==> src/rtl/clkdiv_sched.sv <==
// Run-time divided-clock generator with period-boundary divisor updates
// and start/stop sequencing for the PWM channel clock path.
module clkdiv_sched #(
    parameter int unsigned WIDTH       = 32,
    parameter int unsigned DEFAULT_DIV = 10,
    parameter int unsigned MIN_DIV     = 2
) (
    input  logic             clk,
    input  logic             reset,
    input  logic             enable,
    input  logic             div_valid,
    input  logic [WIDTH-1:0] div_data,
    output logic             div_ready,
    input  logic             err_clr,
    output logic             clk_out,
    output logic             tick,
    output logic [WIDTH-1:0] cur_div,
    output logic             busy,
    output logic             err
);

    typedef enum logic [1:0] {
        ST_STOPPED = 2'd0,
        ST_RUNNING = 2'd1,
        ST_PENDING = 2'd2
    } state_t;

    state_t           state_q;
    state_t           state_d;
    logic [WIDTH-1:0] cnt_q;
    logic [WIDTH-1:0] cnt_d;
    logic [WIDTH-1:0] pending_q;
    logic [WIDTH-1:0] pending_d;
    logic [WIDTH-1:0] cur_div_d;
    logic             clk_out_d;
    logic             tick_d;
    logic             busy_d;
    logic             err_d;
    logic             xfer;
    logic             div_bad;
    logic             div_ok;
    logic             period_end;

    // Handshake qualification: an undersized divisor is consumed but only flags an error
    assign div_ready  = (state_q != ST_PENDING);
    assign xfer       = div_valid & div_ready;
    assign div_bad    = xfer & (div_data < WIDTH'(MIN_DIV));
    assign div_ok     = xfer & ~div_bad;
    assign period_end = (cnt_q == (cur_div - WIDTH'(1)));

    // Next-state, counter, divisor update and registered-output decode
    always_comb begin
        state_d   = state_q;
        cnt_d     = period_end ? '0 : (cnt_q + WIDTH'(1));
        cur_div_d = cur_div;
        pending_d = pending_q;
        clk_out_d = (state_q != ST_STOPPED) && (cnt_q < (cur_div >> 1));
        tick_d    = (state_q != ST_STOPPED) && (cnt_q == '0);
        err_d     = div_bad | (err & ~err_clr);

        case (state_q)
            ST_STOPPED: begin
                cnt_d = '0;
                if (div_ok) begin
                    cur_div_d = div_data;
                end
                if (enable) begin
                    state_d = ST_RUNNING;
                end
            end
            ST_RUNNING: begin
                if (period_end && !enable) begin
                    // Stopping on this boundary: a divisor accepted now takes effect directly
                    state_d = ST_STOPPED;
                    if (div_ok) begin
                        cur_div_d = div_data;
                    end
                end else if (div_ok) begin
                    pending_d = div_data;
                    state_d   = ST_PENDING;
                end
            end
            ST_PENDING: begin
                if (period_end) begin
                    cur_div_d = pending_q;
                    state_d   = enable ? ST_RUNNING : ST_STOPPED;
                end
            end
            default: begin
                state_d = ST_STOPPED;
                cnt_d   = '0;
            end
        endcase

        busy_d = (state_d == ST_PENDING);
    end

    // State and output registers with synchronous reset
    always_ff @(posedge clk) begin
        if (reset) begin
            state_q   <= ST_STOPPED;
            cnt_q     <= '0;
            pending_q <= '0;
            cur_div   <= WIDTH'(DEFAULT_DIV);
            clk_out   <= 1'b0;
            tick      <= 1'b0;
            busy      <= 1'b0;
            err       <= 1'b0;
        end else begin
            state_q   <= state_d;
            cnt_q     <= cnt_d;
            pending_q <= pending_d;
            cur_div   <= cur_div_d;
            clk_out   <= clk_out_d;
            tick      <= tick_d;
            busy      <= busy_d;
            err       <= err_d;
        end
    end

endmodule

==> config.mk <==
export PLATFORM = sky130hd
export DESIGN_NAME = clkdiv_sched
export DESIGN_NICKNAME = d
export VERILOG_FILES = /design/src/rtl/clkdiv_sched.sv
export SDC_FILE = /design/constraint.sdc
export NUM_CORES = 1
export LEC_CHECK = 0
export BUFFER_PORTS_ARGS = -buffer_cell sky130_fd_sc_hd__buf_2
export CORE_UTILIZATION = 66
export CTS_BUF_LIST = sky130_fd_sc_hd__clkbuf_4 sky130_fd_sc_hd__clkbuf_8
export DETAILED_ROUTE_END_ITERATION = 7
export GPL_TIMING_DRIVEN = 0
export PLACE_DENSITY_LB_ADDON = 0.08
export SETUP_SLACK_MARGIN = 0.05
export SLEW_MARGIN = 40
export SYNTH_ARGS = -nofsm -noshare
export SYNTH_HDL_FRONTEND = slang
export SYNTH_SLANG_ARGS = --single-unit
export TNS_END_PERCENT = 20
==> constraint.sdc <==
create_clock -name clk -period 7.25 [get_ports clk]
set_clock_uncertainty 0.05 [all_clocks]
set_input_delay 1.0875 -clock clk [delete_from_list [all_inputs] [get_ports clk]]
set_output_delay 1.0875 -clock clk [all_outputs]
set_load 0.01 [all_outputs]
---- Word level (Yosys, flattened, before mapping) ----
Cells that the tools add are included.
storage, ports and cells
  register bits ........................... 102
  bits of input ports ..................... 37
  output and inout port bits .............. 37
  logic and storage cells ................. 50
operators by class
  $add $sub $neg .......................... 2
  magnitude comparators ................... 2
  equality and inequality tests ........... 7
  mux-type cells .......................... 10
  bitwise operators ....................... 9
  reduce and logical (&&, ||, !) cells .... 12
operators with widths
  operator                                                      number
  two-way mux 32 bit                                            3
  case mux 32 bit (3 select lines)                              1
  adder 32 x 1 -> 32 bit (second input constant)                1
  == test 32 bit                                                1
  zero test 32 bit                                              1
  less-than comparator 32 x 2 -> 1 bit (second input constant)  1
  less-than comparator 32 x 31 -> 1 bit                         1
  subtractor 32 x 1 -> 32 bit (second input constant)           1
  two-way mux 2 bit                                             4
  != test 2 bit (second input constant)                         3
  case mux 2 bit (3 select lines)                               1
  AND reduction 3 bit                                           2
  bitwise AND 1 bit                                             4
  == test 2 bit (second input constant)                         2
  inverter 1 bit                                                4
  logical AND 1 bit                                             3
  nonzero test 3 bit                                            1
  OR reduction 3 bit                                            1
  == test 2 x 1 -> 1 bit (second input constant)                1
  zero test 2 bit                                               1
  nonzero test 2 bit                                            1
  OR reduction 2 bit                                            1
  zero test 1 bit                                               1
  two-way mux 1 bit                                             1
  bitwise OR 1 bit                                              1

---- Logic depth before layout (Yosys ltp) ----
  word-level depth ........................ 9
  gate-level depth with buffers ........... 14
  depth with buffers taken out ............ 11

---- Worst setup path after synthesis ----
Ideal clock, no wire load.
  path type ............................... register to register
  from .................................... reg cur_div[0]
  to ...................................... reg cur_div[23]
  library setup time ...................... 0.086 ns
  data arrival time ....................... 3.357 ns
  required time ........................... 7.114 ns
  path slack .............................. 3.758 ns
  stages on the path, launching flop included .. 15
  path buffers ............................ 3
  clock period less this slack ............ 3.492 ns
  path through ............................ dfxtp_1 > inv_1 > ha_1 > or4b_1 > buf_2 > nand4b_4 > nor4_2 > o211ai_1 > a22o_1 > or3_1 > o21a_1 > or3_1 > buf_2 > buf_6 > a211oi_1
between the ends
  cells in the longest elaborated chain, start to end .. 5
  elaborated cells on any way between the ends .. 6
  classes of those cells .................. add/sub: 1; eq/ne: 3; reduce/logical: 2
ends and longest elaborated chain
  what                               RTL line  RTL
  start: declaration                 17        output logic [WIDTH-1:0] cur_div,
  start signal: assignment           104       cur_div <= WIDTH'(DEFAULT_DIV);
  start signal: assignment           113       cur_div <= cur_div_d;
  subtractor 32 x 1 -> 32 bit (*)    49        assign period_end = (cnt_q == (cur_div - WIDTH'(1)));
  == test 32 bit (*)                 49
  logical AND 1 bit                  72        if (period_end && !enable) begin
  != test 2 bit (no line)            --
  AND reduction 3 bit (no line) (*)  --
Every way passes the cells marked *; elsewhere a longest branch is shown, timed or not.
A chain may end at the register's enable or synchronous reset.

---- Final worst setup path ----
  from .................................... reg cur_div[0]
  to ...................................... reg pending_q[26]
between the ends
  cells in the longest elaborated chain, start to end .. 5
ends and longest elaborated chain
  what                           RTL line  RTL
  subtractor 32 x 1 -> 32 bit    49
  == test 32 bit                 49
  logical AND 1 bit              72
  inverter 1 bit (no line)       --
  AND reduction 3 bit (no line)  --
  end signal: assignment         112       pending_q <= pending_d;
  end: declaration               32        logic [WIDTH-1:0] pending_q;
Every way passes these cells.

==> flow_summary.toml <==
[run_status]
status = "completed"

[drt]
first_iter_violations = 412
ant_nets = 0
vias = 6418
viasPerCell = 6.34
drc = 0
drtPass1Iterations = 7
wl_per_cell_um = 19.0
drt_wl_total_mm = 19.2

[timing]
maxSlewViolCount = 0
final_hold_viol_count = 0
slew_headroom_pct = 44.9
rsz0062_at_grt = "no"
worstMarginPinSlew_ns = 0.819
fmax_mhz = 224
finalSetupViolCount = 0
hold_ws_ns = 0.451
fin_crit_ns = 4.47
setup-tns-final_ns = 0
period_share_pct = 61.6

[place]
gp_congestion = 0.963
hpwl_mm = 14.8
dpl_cell_area_um2 = 7250
portBuffers = 72

[pwr]
irDropWorstVdd_uv = 156
leakage_nw = 3.09
powerDensity_nw_per_um2 = 194

[yosys]
ys_ff_latch = 102
synthFlopType = "dfxtp_1"
synth-async-reset-ratio_pct = 0
syn_nets = 865
syn_inst = 791
syn-cell-area_um2 = 6720
ys_seq_area_share_pct = 30.4
synth_edf_count = 0
yosys.cell_types.count = 65
syn_avg_cell_area_um2 = 8.50
yosys_warnings = 0

[setup_path]
cp-startpoint = "cur_div[0]$_SDFFE_PP0P_"
arrival_ns = 4.68
endpoint_kind = "flip-flop"
cp_max_fo = 10
worst_setup_path_start_kind = "flip-flop"
worstPathRequired_ns = 7.46
crit_type = "reg2reg"
r2r-start = "cur_div[0]$_SDFFE_PP0P_"

[grt]
first_global_vias = 5932
grt_pass1_wl_mm = 29.5
grtUsageTotal_pct = 37.0
antenna_found_initial = 0
overflow = 0
grt_max_degree = 17

[floorplanning]
die_h_um = 103
core.rowCount = 36
core_um2 = 9820
die_w_um = 103
start_util_pct = 68.5
dieArea_um2 = 10600
io-pin-count = 74

[clock_network]
clk_path_buf_depth = 2
cts_buffers = 9
clkSinkCount = 102
h-tree-depth = 3
post_cts_buffers = 0
post_cts_resized = 0
clkLatencyLatePin_ns = 0.39
clk_pin_slew_ns = 0.09
hold_buffers = 0
root_buffer = "clkbuf_8"
cts_tree = "done"

[worst_hold_path]
min-delay-start = "pending_q[8]$_SDFFE_PP0P_"
hold_path.class = "reg2reg"

[run]
cap_violations = 0

[cells_and_area]
fin_area_um2 = 7430
n_antenna_cell = 0
drive_above_1_share_pct = 17.3
syn2layout_area_growth_pct = 10.5
fin_nets = 948
final_common_cell = "dfxtp_1"
fill_cells = 782
final_cell_mix = "dfxtp_1, nor2_1, buf_2, nor4_1, inv_1"
cells in the mapped netlist (21+ instances only):
cell type / instances / share of area [%]
a211oi_1: 39 / 4.4
clkbuf_1: 33 / 1.8
dfxtp_1: 102 / 30
ha_1: 37 / 6.9
inv_1: 45 / 2.5
mux2_2: 30 / 5.0
mux2i_1: 36 / 5.4
nand2_1: 21 / 1.2
nand3_1: 21 / 1.6
nor2_1: 101 / 5.6
nor4_1: 56 / 5.2
xnor2_1: 38 / 5.0
xor2_1: 25 / 3.3
state kept, by name (all words and copies together) (netlist names):
signal / flops
state_q: 2
tick: 1
err: 1
clk_out: 1
cur_div: 32
busy: 1
pending_q: 32
cnt_q: 32
worst paths after layout:
check	to	slack, ns	cells past startpoint
max	pending_q[26]$_SDFFE_PP0P_	2.78	13
min	pending_q[8]$_SDFFE_PP0P_	0.45	2
min reg2reg	pending_q[8]$_SDFFE_PP0P_	0.45	2
max reg2reg	pending_q[26]$_SDFFE_PP0P_	2.78	13
critical path, stage by stage, from the launching register on:
cell and delay, ns:
dfxtp_1 0.42, inv_1 0.16, ha_1 0.29, or4b_1 0.44, buf_2 0.18, nand4b_4 0.29, a2111oi_2 0.38, o211ai_1 0.14
nor4_1 0.40, nand3_1 0.21, o21ai_1 0.60, buf_2 0.41, mux2i_1 0.29, nor2_1 0.08
stage by stage:
step	setup WS, ns	power [W]	util, %	std cells
after detailed placement	3.01	0.00110	73.8	996
after global placement	3.14	0.00108	73.8	996
after CTS	2.95	0.00143	75.6	1012
after floorplan	3.76	0.000959	-	791
after global routing	2.67	0.00151	75.6	1012
final	2.78	0.00144	75.6	1012
where the power goes:
| group | switching, W | internal (W) |
|---|---|---|
| logic | 0.000267 | 0.000181 |
| clock network | 0.000203 | 0.000138 |
| registers | 0.0000550 | 0.000598 |
| total | 0.000525 | 0.000918 |
kinds of logic (layout without fill, tap and decap cells):
logic type	after synthesis	in the layout	synth area share, %
muxes	66	66	10.4
adders and majority gates	37	37	6.89
xor gates and xnor gates	63	63	8.21
AOI/OAI and AO/OA	118	118	13.0
and+or+nand+nor	309	309	25.2
buffers and inverters	96	184	5.98
DFF	102	102	30.4
layout make-up:
class / count / area, um2 / area share, %
Tap cell: 133 / 166 / 2.24
Timing Repair Buffer: 72 / 360 / 4.85
Sequential cell: 102 / 2040 / 27.5
Buffer: 51 / 233 / 3.13
Clock buffer: 12 / 146 / 1.97
Inverter: 45 / 169 / 2.27
Clock inverter: 4 / 32.5 / 0.438
Multi-Input combinational cell: 593 / 4280 / 57.6
metal layers:
layer | global-route usage (%) | vias to the layer above | part of all wire, %
met4 | 11.5 | 0 | 2.4
met3 | 7.86 | 44 | 7.8
li1 | - | 3037 | -
met1 | 45.1 | 3050 | 41
met5 | 0 | - | 0
met2 | 65.2 | 287 | 48
Power figures use the tool's default switching activity.
